$ cat config.mk
export PLATFORM = sky130hd
export DESIGN_NAME = traffic_light_monitor_flat
export DESIGN_NICKNAME = d
export VERILOG_FILES = /design/src/rtl/traffic_light_monitor_if.sv /design/src/rtl/traffic_light_monitor.sv /design/src/flat_wrapper.sv
export SDC_FILE = /design/constraint.sdc
export NUM_CORES = 1
export LEC_CHECK = 0
export BUFFER_PORTS_ARGS = -buffer_cell sky130_fd_sc_hd__buf_2
export CORE_ASPECT_RATIO = 1.25
export CORE_MARGIN = 8
export CORE_UTILIZATION = 35
export CTS_CLUSTER_DIAMETER = 150
export DETAILED_ROUTE_END_ITERATION = 10
export PLACE_DENSITY = 0.69
export SLEW_MARGIN = 20
export SYNTH_ARGS = -nofsm -noshare
export SYNTH_HDL_FRONTEND = slang
export SYNTH_SLANG_ARGS = --single-unit
$ cat constraint.sdc
create_clock -name clk -period 1.9 [get_ports clk]
set_input_delay 0.095 -clock clk [delete_from_list [all_inputs] [get_ports clk]]
set_output_delay 0.095 -clock clk [all_outputs]
set_load 0.05 [all_outputs]
$ cat src/rtl/traffic_light_monitor_if.sv
// traffic_light_monitor_if: lamp drive and clear inputs plus decoded monitor status
interface traffic_light_monitor_if #(
    parameter int DWELL_W = 8,
    parameter int CNT_W   = 8
);
    logic               red;
    logic               amber;
    logic               green;
    logic               clear_fault;
    logic [2:0]         phase;
    logic [DWELL_W-1:0] dwell;
    logic               fault;
    logic [1:0]         fault_code;
    logic [CNT_W-1:0]   cycle_count;
    modport master (
        output red, amber, green, clear_fault,
        input  phase, dwell, fault, fault_code, cycle_count
    );
    modport slave (
        input  red, amber, green, clear_fault,
        output phase, dwell, fault, fault_code, cycle_count
    );
endinterface

$ cat src/rtl/traffic_light_monitor.sv
// traffic_light_monitor: decodes lamp aspects, checks UK sequence and dwell, counts cycles
module traffic_light_monitor #(
    parameter int MIN_DWELL = 1,
    parameter int MAX_DWELL = 200,
    parameter int DWELL_W   = 8,
    parameter int CNT_W     = 8
) (
    input logic                    clk,
    input logic                    rst,
    traffic_light_monitor_if.slave mon_io
);
    typedef enum logic [2:0] {
        UNKNOWN   = 3'd0,
        RED       = 3'd1,
        RED_AMBER = 3'd2,
        GREEN     = 3'd3,
        AMBER     = 3'd4
    } phase_e;

    localparam logic [DWELL_W-1:0] DWELL_SAT = {DWELL_W{1'b1}};
    localparam logic [DWELL_W-1:0] DWELL_MIN = DWELL_W'(MIN_DWELL);
    localparam logic [DWELL_W-1:0] DWELL_OVR = DWELL_W'(MAX_DWELL + 1);

    phase_e             phase_q, phase_d, asp, succ;
    logic [DWELL_W-1:0] dwell_q, dwell_d;
    logic [CNT_W-1:0]   cnt_q, cnt_d;
    logic               fault_q, fault_d;
    logic [1:0]         code_q, code_d;
    logic               c_illegal, c_seq, c_dwell;

    always_comb begin
        asp  = ({mon_io.red, mon_io.amber, mon_io.green} == 3'b100) ? RED :
               ({mon_io.red, mon_io.amber, mon_io.green} == 3'b110) ? RED_AMBER :
               ({mon_io.red, mon_io.amber, mon_io.green} == 3'b001) ? GREEN :
               ({mon_io.red, mon_io.amber, mon_io.green} == 3'b010) ? AMBER : UNKNOWN;
        succ = (phase_q == RED)       ? RED_AMBER :
               (phase_q == RED_AMBER) ? GREEN :
               (phase_q == GREEN)     ? AMBER : RED;
    end

    always_comb begin
        phase_d   = phase_q;
        dwell_d   = dwell_q;
        cnt_d     = cnt_q;
        c_illegal = 1'b0;
        c_seq     = 1'b0;
        c_dwell   = 1'b0;
        if (asp == UNKNOWN) begin
            phase_d   = UNKNOWN;
            dwell_d   = '0;
            c_illegal = 1'b1;
        end else if (phase_q == UNKNOWN) begin
            phase_d = asp;
            dwell_d = DWELL_W'(1);
        end else if (asp == phase_q) begin
            // saturation sits above MAX_DWELL+1, so the overrun fires once per occupancy
            dwell_d = (dwell_q == DWELL_SAT) ? dwell_q : dwell_q + 1'b1;
            c_dwell = (dwell_d == DWELL_OVR);
        end else if (asp == succ) begin
            phase_d = asp;
            dwell_d = DWELL_W'(1);
            c_dwell = (dwell_q < DWELL_MIN);
            cnt_d   = (phase_q == AMBER && !c_dwell) ? cnt_q + 1'b1 : cnt_q;
        end else begin
            phase_d = asp;
            dwell_d = DWELL_W'(1);
            c_seq   = 1'b1;
        end
    end

    always_comb begin
        fault_d = fault_q;
        code_d  = code_q;
        if ((c_illegal || c_seq || c_dwell) && (!fault_q || mon_io.clear_fault)) begin
            fault_d = 1'b1;
            code_d  = c_illegal ? 2'd1 : c_seq ? 2'd2 : 2'd3;
        end else if (mon_io.clear_fault) begin
            fault_d = 1'b0;
            code_d  = 2'd0;
        end
    end

    always_ff @(posedge clk) begin
        if (rst) begin
            phase_q <= UNKNOWN;
            dwell_q <= '0;
            cnt_q   <= '0;
            fault_q <= 1'b0;
            code_q  <= 2'd0;
        end else begin
            phase_q <= phase_d;
            dwell_q <= dwell_d;
            cnt_q   <= cnt_d;
            fault_q <= fault_d;
            code_q  <= code_d;
        end
    end

    assign mon_io.phase       = phase_q;
    assign mon_io.dwell       = dwell_q;
    assign mon_io.fault       = fault_q;
    assign mon_io.fault_code  = code_q;
    assign mon_io.cycle_count = cnt_q;
endmodule

$ cat src/flat_wrapper.sv
// flat-port wrapper written by rule: the top's interface ports become plain ports
module traffic_light_monitor_flat 
#(
    parameter int MIN_DWELL = 1,
    parameter int MAX_DWELL = 200,
    parameter int DWELL_W   = 8,
    parameter int CNT_W     = 8
)
  (clk, rst, mon_io_red, mon_io_amber, mon_io_green, mon_io_clear_fault, mon_io_phase, mon_io_dwell, mon_io_fault, mon_io_fault_code, mon_io_cycle_count);
  traffic_light_monitor_if #(.DWELL_W(DWELL_W), .CNT_W(CNT_W)) mon_io_i ();
  input logic clk;
  input logic rst;
  input wire logic [$bits(mon_io_i.red)-1:0] mon_io_red;
  input wire logic [$bits(mon_io_i.amber)-1:0] mon_io_amber;
  input wire logic [$bits(mon_io_i.green)-1:0] mon_io_green;
  input wire logic [$bits(mon_io_i.clear_fault)-1:0] mon_io_clear_fault;
  output wire logic [$bits(mon_io_i.phase)-1:0] mon_io_phase;
  output wire logic [$bits(mon_io_i.dwell)-1:0] mon_io_dwell;
  output wire logic [$bits(mon_io_i.fault)-1:0] mon_io_fault;
  output wire logic [$bits(mon_io_i.fault_code)-1:0] mon_io_fault_code;
  output wire logic [$bits(mon_io_i.cycle_count)-1:0] mon_io_cycle_count;
  assign mon_io_i.red = mon_io_red;
  assign mon_io_i.amber = mon_io_amber;
  assign mon_io_i.green = mon_io_green;
  assign mon_io_i.clear_fault = mon_io_clear_fault;
  assign mon_io_phase = mon_io_i.phase;
  assign mon_io_dwell = mon_io_i.dwell;
  assign mon_io_fault = mon_io_i.fault;
  assign mon_io_fault_code = mon_io_i.fault_code;
  assign mon_io_cycle_count = mon_io_i.cycle_count;
  traffic_light_monitor #(.MIN_DWELL(MIN_DWELL), .MAX_DWELL(MAX_DWELL), .DWELL_W(DWELL_W), .CNT_W(CNT_W)) u_core (.clk(clk), .rst(rst), .mon_io(mon_io_i));
endmodule
# == Yosys cells after proc, flatten, opt, wreduce, memory -nomap -nowiden ==
# Index checks and enable logic that the tools add are counted.
# totals
reg_bits,22
in_bits,6
out_inout_bits,22
wordCells,65
# op_classes
addsub,2
order_cmp,1
eq_ne,13
n_mux,27
bitwise,3
n_reduce_logical,13
# op_table
operator,count
$mux W3,9
$add A8 B1 Y8 const B,2
$eq A8 B8 Y1 const B,2
$mux W1,14
$eq A3 B2 Y1 const B,3
$eq A3 B3 Y1 const B,3
$lt A8 B1 Y1 const B,1
$mux W8,1
$eq A3 B1 Y1 const B,2
$eq A3 B3 Y1,2
$logic_not A3 Y1,2
$mux W2,3
$reduce_and A5 Y1,1
$reduce_or A4 Y1,1
$logic_or A1 B1 Y1,3
$not A1 Y1,3
$logic_and A1 B1 Y1,2
$logic_not A1 Y1,2
$ne A2 B1 Y1 const B,1
$reduce_bool A2 Y1,1
$reduce_or A2 Y1,1

# == Depth between registers and ports, before layout ==
# Gate-level depths: netlist (run 1).
# depth
word_depth,14
ltp_mapped,8
ltp_nobuf,7

# == Least setup slack after synthesis (run 1) ==
# Ideal clock, no wire load.
# synth_path
path_kind,flip-flop to flip-flop
from,register u_core.phase_q[1] (netlist: u_core.mon_io.phase[1])
to,register u_core.cnt_q[7] (netlist: u_core.mon_io.cycle_count[7])
setup_time_ns,0.059
t_arrival_ns,2.178
required_ns,1.841
path_slack_ns,-0.337
stages_incl_launch_ff,8
n_path_buf,1
period_less_slack_ns,2.237
path_cell_list,dfxtp_1 -> buf_6 -> xnor2_1 -> or4_4 -> nand3_4 -> nand4_4 -> or4_1 -> nand2_1
# synth_between
elab_chain_len,6
elab_cells_between_ends,14
cone_classes,eq/ne: 6; mux: 3; bitwise: 2; reduce/logical: 3
# synth_rtl
element,line,text
start: declaration,traffic_light_monitor.sv:24,"phase_e phase_q, phase_d, asp, succ;"
start signal: assignment,traffic_light_monitor.sv:91,phase_q <= phase_d;
$eq A3 B2 Y1,traffic_light_monitor.sv:38,(phase_q == GREEN) ? AMBER : RED;
$mux W3,traffic_light_monitor.sv:38,
$mux W3,traffic_light_monitor.sv:37,(phase_q == RED_AMBER) ? GREEN :
$mux W3,traffic_light_monitor.sv:36,succ = (phase_q == RED) ? RED_AMBER :
$eq A3 B3 Y1,traffic_light_monitor.sv:59,end else if (asp == succ) begin
$reduce_and A5 Y1 (no line) *,n/a,
end signal: assignment,traffic_light_monitor.sv:93,cnt_q <= cnt_d;
end: declaration,traffic_light_monitor.sv:26,"logic [CNT_W-1:0] cnt_q, cnt_d;"
# Mark *: on every way between the ends. The rest lies on a longest branch, timed or not.
# A chain may end at the register's enable or synchronous reset.

# == Worst setup path after layout (run 1) ==
# layout_path
from,register u_core.phase_q[1] (netlist: u_core.mon_io.phase[1])
to,register u_core.code_q[0] (netlist: u_core.mon_io.fault_code[0])
# layout_between
elab_chain_len,13
elab_cells_between_ends,24
cone_classes,eq/ne: 5; mux: 14; reduce/logical: 5
# layout_rtl
element,line,text
$eq A3 B2 Y1,traffic_light_monitor.sv:38,
$mux W3,traffic_light_monitor.sv:38,
$mux W3,traffic_light_monitor.sv:37,
$mux W3,traffic_light_monitor.sv:36,
$eq A3 B3 Y1,traffic_light_monitor.sv:59,
$mux W1,traffic_light_monitor.sv:59,
$mux W1,traffic_light_monitor.sv:55,end else if (asp == phase_q) begin
$mux W1,traffic_light_monitor.sv:52,end else if (phase_q == UNKNOWN) begin
$mux W1,traffic_light_monitor.sv:48,if (asp == UNKNOWN) begin
$logic_or A1 B1 Y1 (2 in series),traffic_light_monitor.sv:74,if ((c_illegal || c_seq || c_dwell) && (!fault_q || mon_io.clear_fault)) begin
$logic_and A1 B1 Y1,traffic_light_monitor.sv:74,
$mux W2 or $reduce_bool A2 Y1 (tied branches),n/a,
end signal: assignment,traffic_light_monitor.sv:95,code_q <= code_d;
end: declaration,traffic_light_monitor.sv:28,"logic [1:0] code_q, code_d;"
# Several ways; a longest one is shown, not always the timed one.

==> results of run 1 <==
[final cells by class]
type,count,area [µm²],share of cell area
multi-input combinational,123,837,0.519
sequential,22,463,0.287
timing repair buffer,32,173,0.107
clock buffer,4,66.3,0.0411
tap,40,50.0,0.0311
inverter,6,22.5,0.0140
[final timing paths]
check / startpoint / endpoint / slack, ns
worst min register to register: u_core.mon_io.cycle_count[1] / u_core.mon_io.cycle_count[1] / 0.49
worst max register to register: u_core.mon_io.phase[1] / u_core.mon_io.fault_code[0] / 0.11
worst min-delay path: mon_io_amber / u_core.mon_io.phase[0] / 0.11
worst max-delay path: u_core.mon_io.phase[1] / u_core.mon_io.fault_code[0] / 0.11
[repair_timing]
| action | in CTS | in global routing |
|---|---|---|
| buffers inserted | 0 | 0 |
| endpoints found under the setup margin | 0 | 2 |
| gates resized for setup | 0 | 4 |
[registers in the layout, summed over array words and instances (netlist names)]
register                   flops
u_core.mon_io.cycle_count      8
u_core.mon_io.dwell            8
u_core.mon_io.fault            1
u_core.mon_io.fault_code       2
u_core.mon_io.phase            3
[layout by cell type, fill, tap and decap left out, drive strengths merged, types with 2 or more instances in the layout]
cell type | netlist | routed
o31ai | 2 | 2
nor2 | 19 | 19
a21oi | 9 | 9
o211ai | 2 | 2
or4 | 3 | 3
and4 | 3 | 3
o2bb2ai | 2 | 2
nand4 | 7 | 7
nor3 | 4 | 4
or3b | 3 | 3
nand2 | 8 | 8
nor4 | 3 | 3
clkbuf | 4 | 4
a211oi | 2 | 2
nor3b | 3 | 3
xor2 | 6 | 6
nand2b | 3 | 3
inv | 6 | 6
buf | 5 | 32
nand3 | 7 | 7
o21ai | 8 | 8
and2 | 3 | 3
dfxtp | 22 | 22
xnor2 | 3 | 3
and3 | 2 | 2
ha | 3 | 3
nor2b | 3 | 3
[cells by family (layout without fill, tap and decap cells)]
logic type	count (synthesis)	in the layout	share of synthesized area
compound gates	33	33	0.165
xor+xnor	9	9	0.0592
fa+ha+maj	3	3	0.0282
buf+inv	15	42	0.0554
flops	22	22	0.331
mux	1	1	0.00752
simple gates	77	77	0.353
[stage by stage]
step	TNS, ns	std cells
detailed placement	0	223
floorplan	-0.00784	160
CTS	0	227
finish	0	227
global placement	0	223
global route	0	227
[per-layer routing]
layer  vias to the layer above  wire length, µm  share of wire
met1                       568             1430           0.46
met3                         2              131          0.042
met4                         0               19         0.0061
met5                         -                0              0
li1                        633                -              -
met2                        24             1520           0.49
[report_power, final]
group          internal, µW  switching (µW)  leakage (µW)
logic                  53.2             105      0.000464
registers               470            11.9      0.000184
clock network           228             160     0.0000339
total                   752             277      0.000683
[worst max-delay path: stages (launching register included)]
cell	delay [ns]
sky130_fd_sc_hd__dfxtp_4	0.39
sky130_fd_sc_hd__or4b_4	0.53
sky130_fd_sc_hd__o211a_1	0.14
sky130_fd_sc_hd__o31ai_1	0.23
sky130_fd_sc_hd__a21oi_1	0.11
sky130_fd_sc_hd__o21bai_1	0.20
sky130_fd_sc_hd__o2bb2ai_1	0.13
==> run summary, run 1 <==
The run finished with clean final reports. Sequential fraction of the synthesis area: 0.331. After technology mapping, the gate count stands at 160. The primary flip-flop cell chosen by synthesis mapping was sky130_fd_sc_hd__dfxtp_1.

The number of buffers inserted for hold repair after clock tree synthesis was 0; the number of port buffers was 27. For the area of placed instances, the log shows 1530 µm². The tools report the max-slew violation count as 0. At the worst endpoint, the required time is 2.09 ns. The worst hold path belongs to the class in2reg. The count of standard-cell rows was 25.

The global-route wire length before repair is 5.31 mm, and the post-detailed-routing wire length is 3.10 mm. The floorplan step set the die width to 71.2 µm. Yosys attributes the largest share of cell area to sky130_fd_sc_hd__dfxtp_1, sky130_fd_sc_hd__nor2_1, sky130_fd_sc_hd__xor2_1. The fraction of final layout cells with drive strength greater than 1 works out to 0.321.

The critical path in this run is classified as reg2reg. The global-route usage over all layers came out at 0.105. The run gives 557 MHz as the achievable frequency. The signed area change from the synthesized netlist to the final layout was 21.1%; the detailed-router iteration count before antenna repair was 4. TritonCTS built the clock tree.

Along the worst hold path, the cell count comes to 2. Of all nets on the critical path, the largest fanout is 11. The tools report the routed via count as 1227. The Yosys step of the flow raised 0 warnings.

The post-synthesis instance area is 1330 µm². The layout has 384 filler cells. The cell taking the most area after synthesis is sky130_fd_sc_hd__dfxtp_1.

VDD sags by at most 383 µV. The clock sink total is 22, and the share of flip-flops with an asynchronous set or reset is 0. For the fraction of met2 tracks used by global routing, the log shows 0.179. The cell sitting at the root of the clock tree is a sky130_fd_sc_hd__clkbuf_8. The logs give 6050 µm² for the overall die area and 0 for the number of diodes. The synthesized design contains 0 enable-type register cells. STA classifies the critical path startpoint as a flop. In the routed design, unresolved DRC markers number 0.

The portion of synthesized cell area occupied by the leading cell type is 0.331. Across all hold checks on the routed design, the worst slack comes to 0.106 ns. Setup repair after global routing left no endpoint under its margin.

The number of cells on the worst reg-to-reg path is 6. The global placer's final weighted congestion is 0.842. For the finished layout, the period the worst path requires is 1.79 ns. The share of the cycle needed by the critical path after routing works out to 0.945. At the pin with the least slew margin, the transition time is 0.389 ns. Global routing finished with a remaining overflow of 0.

The logs give 1030 µW for the overall power consumption and 0 for the number of max-cap violations. After routing the design area is 1610 µm². For the H-tree depth, the log shows 1. The number of hold violations in the final report was 0; the share of the core filled with cells in the final layout was 0.433. Data arrives at the worst endpoint at 1.99 ns.

For the number of antenna violations at the first check in global routing, the log shows 0. The largest net degree at the start of global routing came out at 20. The run gives 3 as the total CTS buffers. Averaged over all synthesized cells, the footprint is 8.32 µm². The via count of the first global-routing pass was 1191. By count the netlist is led by sky130_fd_sc_hd__dfxtp_1, sky130_fd_sc_hd__nor2_1, sky130_fd_sc_hd__a21oi_1.

The tools report the met3 usage in global routing as 0.0248. Clock latency on the worst-skew pair, taken at its later pin, is 0.26 ns. The logs give 0.105 ns for the final worst setup slack and 28 for the number of primary I/O pins. The critical path endpoint category was a flop. OpenSTA, run right after detailed placement, puts the worst setup slack at 0.0404 ns. In this run, the number of DRC markers left after iteration 0 of detailed routing was 44.

The post-synthesis net count was 169. The clock arrives with 0.00720 ns of skew. The wire length per cell after detailed routing is 13.6 µm.

For the remaining max-slew budget at the tightest pin, the log shows 0.740. The tools report the initial standard-cell utilization of the core as 0.358. The leakage component of the power was 0.000683 µW. The met1 layer usage reported by global route was 0.124. The most common cell in the synthesized netlist is sky130_fd_sc_hd__dfxtp_1. Counting along the longest clock path gives a buffer depth of 2. The remaining antenna violation count after routing came out at 0. At the end of the flow, the number of nets in the layout was 197. The total area inside the core boundary comes to 3720 µm².

Total power per unit cell area: 638 nW/µm². The distinct cell type count after synthesis is 48, and the number of vias per cell after detailed routing is 5.41. The half-perimeter wire length after detailed placement was 2.37 mm; the post-CTS clock slew at the launch and capture registers of the worst setup and hold paths was 0.09 ns. Most crowded layer after global routing: met2. The height of the die is 85.0 µm, and the register bit total from synthesis is 22. For the setup violation total in the final timing report, the log shows 0.
(Power assumes the default switching activity.)
==> run 2, diff against run 1 <==
--- a/config.mk
+++ b/config.mk
@@ -5,13 +5,14 @@
 export SDC_FILE = /design/constraint.sdc
 export NUM_CORES = 1
 export LEC_CHECK = 0
-export BUFFER_PORTS_ARGS = -buffer_cell sky130_fd_sc_hd__buf_2
 export CORE_ASPECT_RATIO = 1.25
 export CORE_MARGIN = 8
 export CORE_UTILIZATION = 35
 export CTS_CLUSTER_DIAMETER = 150
 export DETAILED_ROUTE_END_ITERATION = 10
-export PLACE_DENSITY = 0.69
+export DONT_BUFFER_PORTS = 1
+export GPL_ROUTABILITY_DRIVEN = 0
+export PLACE_DENSITY = 0.63
 export SLEW_MARGIN = 20
 export SYNTH_ARGS = -nofsm -noshare
 export SYNTH_HDL_FRONTEND = slang
==> run summary, run 2 (synthesis results as in run 1) <==
The buffering stage count on the worst path with inverters included came out at 0 (unchanged). Cell-by-cell listing of the critical path: or3b_2 > o32a_1 > o21ai_1 > and4_4 > o21bai_1 > o2bb2ai_1 (was or4b_4 > o211a_1 > o31ai_1 > a21oi_1 > o21bai_1 > o2bb2ai_1). Total area of multi-input combinational cells: 841 µm² (was 837 µm²). The remaining antenna violation count after routing was 0 (unchanged). For the number of primary I/O pins, the log shows 28 (unchanged).

The overall power consumption is 1040 µW (was 1030 µW), and the height of the die is 85.0 µm (unchanged). For the flip-flop and latch area, the log shows 463 µm² (unchanged). The slowest library cell on the worst path was sky130_fd_sc_hd__or3b_2 (was sky130_fd_sc_hd__or4b_4). The critical path start-end classification is reg2reg (unchanged).

For the number of buffers on the longest clock path, the log shows 2 (unchanged). Clock period minus worst slack: 1.81 ns (was 1.79 ns). The number of inserted filler cells in the final layout came out at 339 (was 384). The detailed-router iteration count before antenna repair is 4 (unchanged), and the initial detailed-routing violation count is 53 (was 44). The signed area change from the synthesized netlist to the final layout was 28.5% (was 21.1%); the total power per unit cell area was 608 nW/µm² (was 638 nW/µm²). The routed via count was 1284 (was 1227). The tools report the global-route wire length before repair as 5.82 mm (was 5.31 mm). TritonCTS built the clock tree. The number of port buffers was 0 (was 27). The logs give 0.000686 µW (was 0.000683 µW) for the leakage component of the power and 0 (unchanged) for the number of hold violations in the final report.

The worst hold slack is 0.0231 ns (was 0.106 ns). The fraction of final layout cells with drive strength greater than 1 works out to 0.287 (was 0.321). The tools report the max-slew violation count as 0 (unchanged). The run gives 3 (unchanged) as the total CTS buffers. Number of vias per cell after detailed routing: 5.63 (was 5.41).

For the achievable frequency, the log shows 552 MHz (was 557 MHz). The run gives 0.358 (unchanged) as the initial standard-cell utilization of the core. The classification of the worst-slack hold path was in2reg (unchanged).

The post-CTS clock slew at the launch and capture registers of the worst setup and hold paths is 0.08 ns (was 0.09 ns), and the largest net degree at the start of global routing is 17 (was 20). The post-layout net count is 198 (was 197). For the number of max-cap violations, the log shows 0 (unchanged). The required time of the worst setup path was 2.04 ns (was 2.09 ns); the post-CTS setup buffer count was 0 (unchanged). The root buffer cell is sky130_fd_sc_hd__clkbuf_8 (unchanged). The logs give 0.109 ns (was 0.0404 ns) for the worst slack at placement and 0.27 ns (was 0.26 ns) for the clock network latency to the later pin of the worst-skew pair. The final-layout setup total negative slack was 0 ns (unchanged); the post-route clock skew was 0.00415 ns (was 0.00720 ns). The largest delay contributor family on the critical path is simple AND/OR/NAND/NOR gates (was compound AO/OA/AOI/OAI gates). The number of diodes was 0 (unchanged); the count of standard-cell rows was 25 (unchanged).

Commonest cells after routing, fill and taps aside: sky130_fd_sc_hd__buf_4, sky130_fd_sc_hd__nor2_1, sky130_fd_sc_hd__dfxtp_1 (was sky130_fd_sc_hd__buf_2, sky130_fd_sc_hd__nor2_1, sky130_fd_sc_hd__dfxtp_1). The remaining max-slew budget at the tightest pin is 0.620 (was 0.740), and the chip width is 71.2 µm (unchanged). The half-perimeter wire length after detailed placement was 2.57 mm (was 2.37 mm); the number of antenna violations at the first check in global routing was 0 (unchanged).

The share of the cycle needed by the critical path after routing was 0.954 (was 0.945). The logs give 370 µV (was 383 µV) for the largest voltage drop on the vdd net and 1 (unchanged) for the H-tree depth. Critical path endpoint category: a flop (unchanged).

The run gives 0 (unchanged) as the remaining routing DRC violations. The run finished with clean final reports. The tools report the clock sink total as 22 (unchanged). The overall die area was 6050 µm² (unchanged); the global route total overflow was 0 (unchanged).

The non-filler instance count after layout is 228 (was 227). The critical path startpoint category was a flop (unchanged). The largest fanout on the critical path is 9 (was 11). Setup repair after global routing could not meet its margin everywhere. The tools report the post-placement cell count as 216 (was 223). The stage delay of the slowest cell on the critical path was 0.50 ns (was 0.53 ns).

The via count of the first global-routing pass was 1271 (was 1191). The final worst setup slack was 0.0875 ns (was 0.105 ns); the area of the core was 3720 µm² (unchanged). The actual slew at the worst max-slew pin is 0.569 ns (was 0.389 ns).

Wire length per cell after detailed routing: 15.2 µm (was 13.6 µm). The run gives 1.95 ns (was 1.99 ns) as the signal arrival time at the worst endpoint. The logs give 0 (unchanged) for the setup violation total in the final timing report and 3.46 mm (was 3.10 mm) for the post-detailed-routing wire length. The tools report the global-route usage over all layers as 0.116 (was 0.105). The most frequent standard cell in the layout excluding fill and tap cells was sky130_fd_sc_hd__buf_4 (was sky130_fd_sc_hd__buf_2).
-- run 2: worst register-to-register path, cell delays in order (launching register included) --
cell	delay [ns]
sky130_fd_sc_hd__dfxtp_4	0.40
sky130_fd_sc_hd__or3b_2	0.50
sky130_fd_sc_hd__o32a_1	0.17
sky130_fd_sc_hd__o21ai_1	0.12
sky130_fd_sc_hd__and4_4	0.26
sky130_fd_sc_hd__o21bai_1	0.09
sky130_fd_sc_hd__o2bb2ai_1	0.13
-- run 2: worst paths after layout --
| check | from | end | slack (ns) | depth (start not counted) |
|---|---|---|---|---|
| hold reg to reg | u_core.mon_io.cycle_count[6] | u_core.mon_io.cycle_count[7] | 0.56 | 3 |
| setup reg to reg | u_core.mon_io.phase[2] | u_core.mon_io.fault_code[0] | 0.09 | 6 |
| hold / removal | mon_io_clear_fault | u_core.mon_io.fault_code[0] | 0.02 | 2 |
| setup / recovery | u_core.mon_io.phase[2] | u_core.mon_io.fault_code[0] | 0.09 | 6 |
-- run 2: cell type report --
| type | instances | area share |
|---|---|---|
| clock buffers | 4 | 0.0388 |
| inverters | 6 | 0.0132 |
| multi-input cells | 123 | 0.492 |
| flip-flops and latches | 22 | 0.271 |
| well taps | 40 | 0.0293 |
| repair buffers | 33 | 0.157 |
-- run 2: per-layer routing --
layer / part of all wire / global-route usage / up-vias
met1: 0.41 / 0.123 / 610
met3: 0.052 / 0.0342 / 5
met2: 0.53 / 0.205 / 27
li1: - / - / 642
met4: 0.011 / 0.0474 / 0
met5: 0 / 0 / -
-- run 2: stage by stage --
step	instance area [µm²]	util
5_1_grt	1710	0.459
3_3_place_gp	1550	0.416
2_1_floorplan	1360	-
4_1_cts	1680	0.450
6_report	1710	0.459
3_5_place_dp	1550	0.416
-- run 2: where the power goes --
part	internal (µW)	switching (µW)	total (µW)
combinational	66.2	99.7	166
sequential	470	11.5	481
clock	229	163	392
total	765	275	1040
-- run 2: timing repair --
action / CTS / global route
hold buffers: 6 / 2
hold endpoints to repair: 14 / 1
setup endpoints to repair: 0 / 4
resized for setup: 0 / 5
==> run 3, diff against run 2 <==
--- a/config.mk
+++ b/config.mk
@@ -12,7 +12,7 @@
 export DETAILED_ROUTE_END_ITERATION = 10
 export DONT_BUFFER_PORTS = 1
 export GPL_ROUTABILITY_DRIVEN = 0
-export PLACE_DENSITY = 0.63
+export PLACE_DENSITY = 0.61
 export SLEW_MARGIN = 20
 export SYNTH_ARGS = -nofsm -noshare
 export SYNTH_HDL_FRONTEND = slang
==> constraint.sdc (replaced) <==
create_clock -name clk -period 2.2 [get_ports clk]
set_input_delay 0.11 -clock clk [delete_from_list [all_inputs] [get_ports clk]]
set_output_delay 0.11 -clock clk [all_outputs]
set_load 0.05 [all_outputs]
==> run summary, run 3 (synthesis results as in run 1) <==
The signed area change from the synthesized netlist to the final layout was 16.5% (was 28.5%). The clock network latency to the later pin of the worst-skew pair is 0.26 ns (was 0.27 ns), and the largest fanout on the critical path is 11 (was 9). Total power per unit cell area: 590 nW/µm² (was 608 nW/µm²).

Commonest cells after routing, fill and taps aside: sky130_fd_sc_hd__dfxtp_1, sky130_fd_sc_hd__nor2_1, sky130_fd_sc_hd__buf_4 (was sky130_fd_sc_hd__buf_4, sky130_fd_sc_hd__nor2_1, sky130_fd_sc_hd__dfxtp_1). The post-layout net count came out at 184 (was 198). Most frequent standard cell in the layout excluding fill and tap cells: sky130_fd_sc_hd__dfxtp_1 (was sky130_fd_sc_hd__buf_4). The flow ran to the end, and the final reports show no timing, DRC or antenna violations. The tools report the post-cts sizing count as 0 (unchanged). The logs give 6050 µm² (unchanged) for the overall die area and 1 (unchanged) for the H-tree depth.

The post-route clock skew is 0.00247 ns (was 0.00415 ns). TritonCTS built the clock tree. The global-route usage over all layers was 0.111 (was 0.116).

The chip width came out at 71.2 µm (unchanged). Number of buffers inserted for hold repair after clock tree synthesis: 2 (was 6). The critical path endpoint category was a flop (unchanged).

The remaining routing DRC violations is 0 (unchanged), and the initial standard-cell utilization of the core is 0.358 (unchanged). Setup repair after global routing left no endpoint under its margin. The tools report the post-route standard cell area excluding fillers as 1550 µm² (was 1710 µm²).

For the area of placed instances, the log shows 1460 µm² (was 1550 µm²). The slowest library cell on the worst path is sky130_fd_sc_hd__or4b_2 (was sky130_fd_sc_hd__or3b_2). Post-detailed-routing wire length: 3.19 mm (was 3.46 mm).

Cell-by-cell listing of the critical path: or4b_2 > o211a_1 > o31ai_1 > a21oi_1 > o21bai_1 > o2bb2ai_1 (was or3b_2 > o32a_1 > o21ai_1 > and4_4 > o21bai_1 > o2bb2ai_1). The number of buffers on the longest clock path was 2 (unchanged). The via count of the first global-routing pass is 1278 (was 1271), and the detailed-router iteration count before antenna repair is 4 (unchanged). The root buffer cell was sky130_fd_sc_hd__clkbuf_8 (unchanged).

The initial detailed-routing violation count was 50 (was 53). The run gives 499 MHz (was 552 MHz) as the achievable frequency. The post-CTS clock slew at the launch and capture registers of the worst setup and hold paths is 0.08 ns (about the same). The run gives 2.39 ns (was 2.04 ns) as the required time of the worst setup path. The count of standard-cell rows was 25 (unchanged); the fraction of final layout cells with drive strength greater than 1 was 0.195 (was 0.287). The number of hold violations in the final report was 0 (unchanged); the height of the die was 85.0 µm (unchanged). The tools report the signal arrival time at the worst endpoint as 2.20 ns (was 1.95 ns).

The run gives 22 (unchanged) as the clock sink total. The final-layout setup total negative slack is 0 ns (unchanged), and the post-CTS setup buffer count is 0 (unchanged). Critical path start-end classification: reg2reg (unchanged). Total CTS buffers: 3 (unchanged).

Stage delay of the slowest cell on the critical path: 0.68 ns (was 0.50 ns). For the number of diodes, the log shows 0 (unchanged). The remaining max-slew budget at the tightest pin was 0.603 (was 0.620); the actual slew at the worst max-slew pin was 0.595 ns (was 0.569 ns). The routed via count is 1248 (was 1284). The leakage component of the power was 0.000610 µW (was 0.000686 µW); the non-filler instance count after layout was 214 (was 228). The share of the cycle needed by the critical path after routing works out to 0.910 (was 0.954).

Number of primary I/O pins: 28 (unchanged). The run gives 262 µV (was 370 µV) as the largest voltage drop on the vdd net. Classification of the worst-slack hold path: in2reg (unchanged). The number of antenna violations at the first check in global routing is 0 (unchanged), and the global-route wire length before repair is 5.62 mm (was 5.82 mm).

The number of vias per cell after detailed routing works out to 5.83 (was 5.63). The setup violation total in the final timing report is 0 (unchanged), and the number of port buffers is 0 (unchanged). The half-perimeter wire length after detailed placement is 2.44 mm (was 2.57 mm), and the remaining antenna violation count after routing is 0 (unchanged). The post-placement cell count came out at 208 (was 216). Wire length per cell after detailed routing: 14.9 µm (was 15.2 µm). The clock period minus worst slack was 2.00 ns (was 1.81 ns); the largest net degree at the start of global routing was 14 (was 17). The number of max-cap violations was 0 (unchanged); the max-slew violation count was 0 (unchanged). The run gives 0 (unchanged) as the global route total overflow. The area of the core was 3720 µm² (unchanged). The tools report the critical path startpoint category as a flop (unchanged).
[run 3: final timing paths]
check             cells past startpoint  slack, ns                    startpoint                      endpoint
setup reg to reg                      6       0.20        u_core.mon_io.phase[1]   u_core.mon_io.fault_code[1]
hold / removal                        2       0.01                           rst  u_core.mon_io.cycle_count[7]
hold reg to reg                       2       0.49  u_core.mon_io.cycle_count[1]  u_core.mon_io.cycle_count[1]
setup / recovery                      6       0.20        u_core.mon_io.phase[1]   u_core.mon_io.fault_code[1]
[run 3: final cells by class]
cell class | instances | area, µm²
Clock inverter | 1 | 30.0
Sequential cell | 22 | 443
Fill cell | 382 | 2170
Clock buffer | 3 | 41.3
Multi-Input combinational cell | 123 | 817
Tap cell | 40 | 50.0
Inverter | 6 | 22.5
Timing Repair Buffer | 19 | 148
[run 3: report_power, final]
part | internal [µW] | leakage [µW] | switching (µW)
combinational | 39.7 | 0.000395 | 54.2
clock | 243 | 0.0000357 | 134
sequential | 409 | 0.000179 | 35.3
total | 691 | 0.000610 | 223
[run 3: worst max-delay path, delay by kind of cell, from the launching register on]
kind	cells	cell delay, ns
AO/OA/AOI/OAI	5	0.86
flip-flops	1	0.38
AND/OR/NAND/NOR	1	0.68
[run 3: stage by stage]
step | total power (µW) | worst slack, ns | hold slack [ns] | utilization
after floorplan | 534 | 0.0232 | 0.293 | -
after global placement | 540 | 0.283 | 0.178 | 0.392
after detailed placement | 542 | 0.260 | 0.178 | 0.392
after CTS | 921 | 0.231 | 0.00557 | 0.417
after global routing | 952 | 0.0899 | 0.0175 | 0.417
final | 915 | 0.197 | 0.0111 | 0.417
[run 3: layer usage]
layer	track usage	wire, µm	vias up
li1	-	-	610
met1	0.115	1350	601
met2	0.186	1610	31
met3	0.0377	184	6
met4	0.0683	44	0
met5	0	0	-
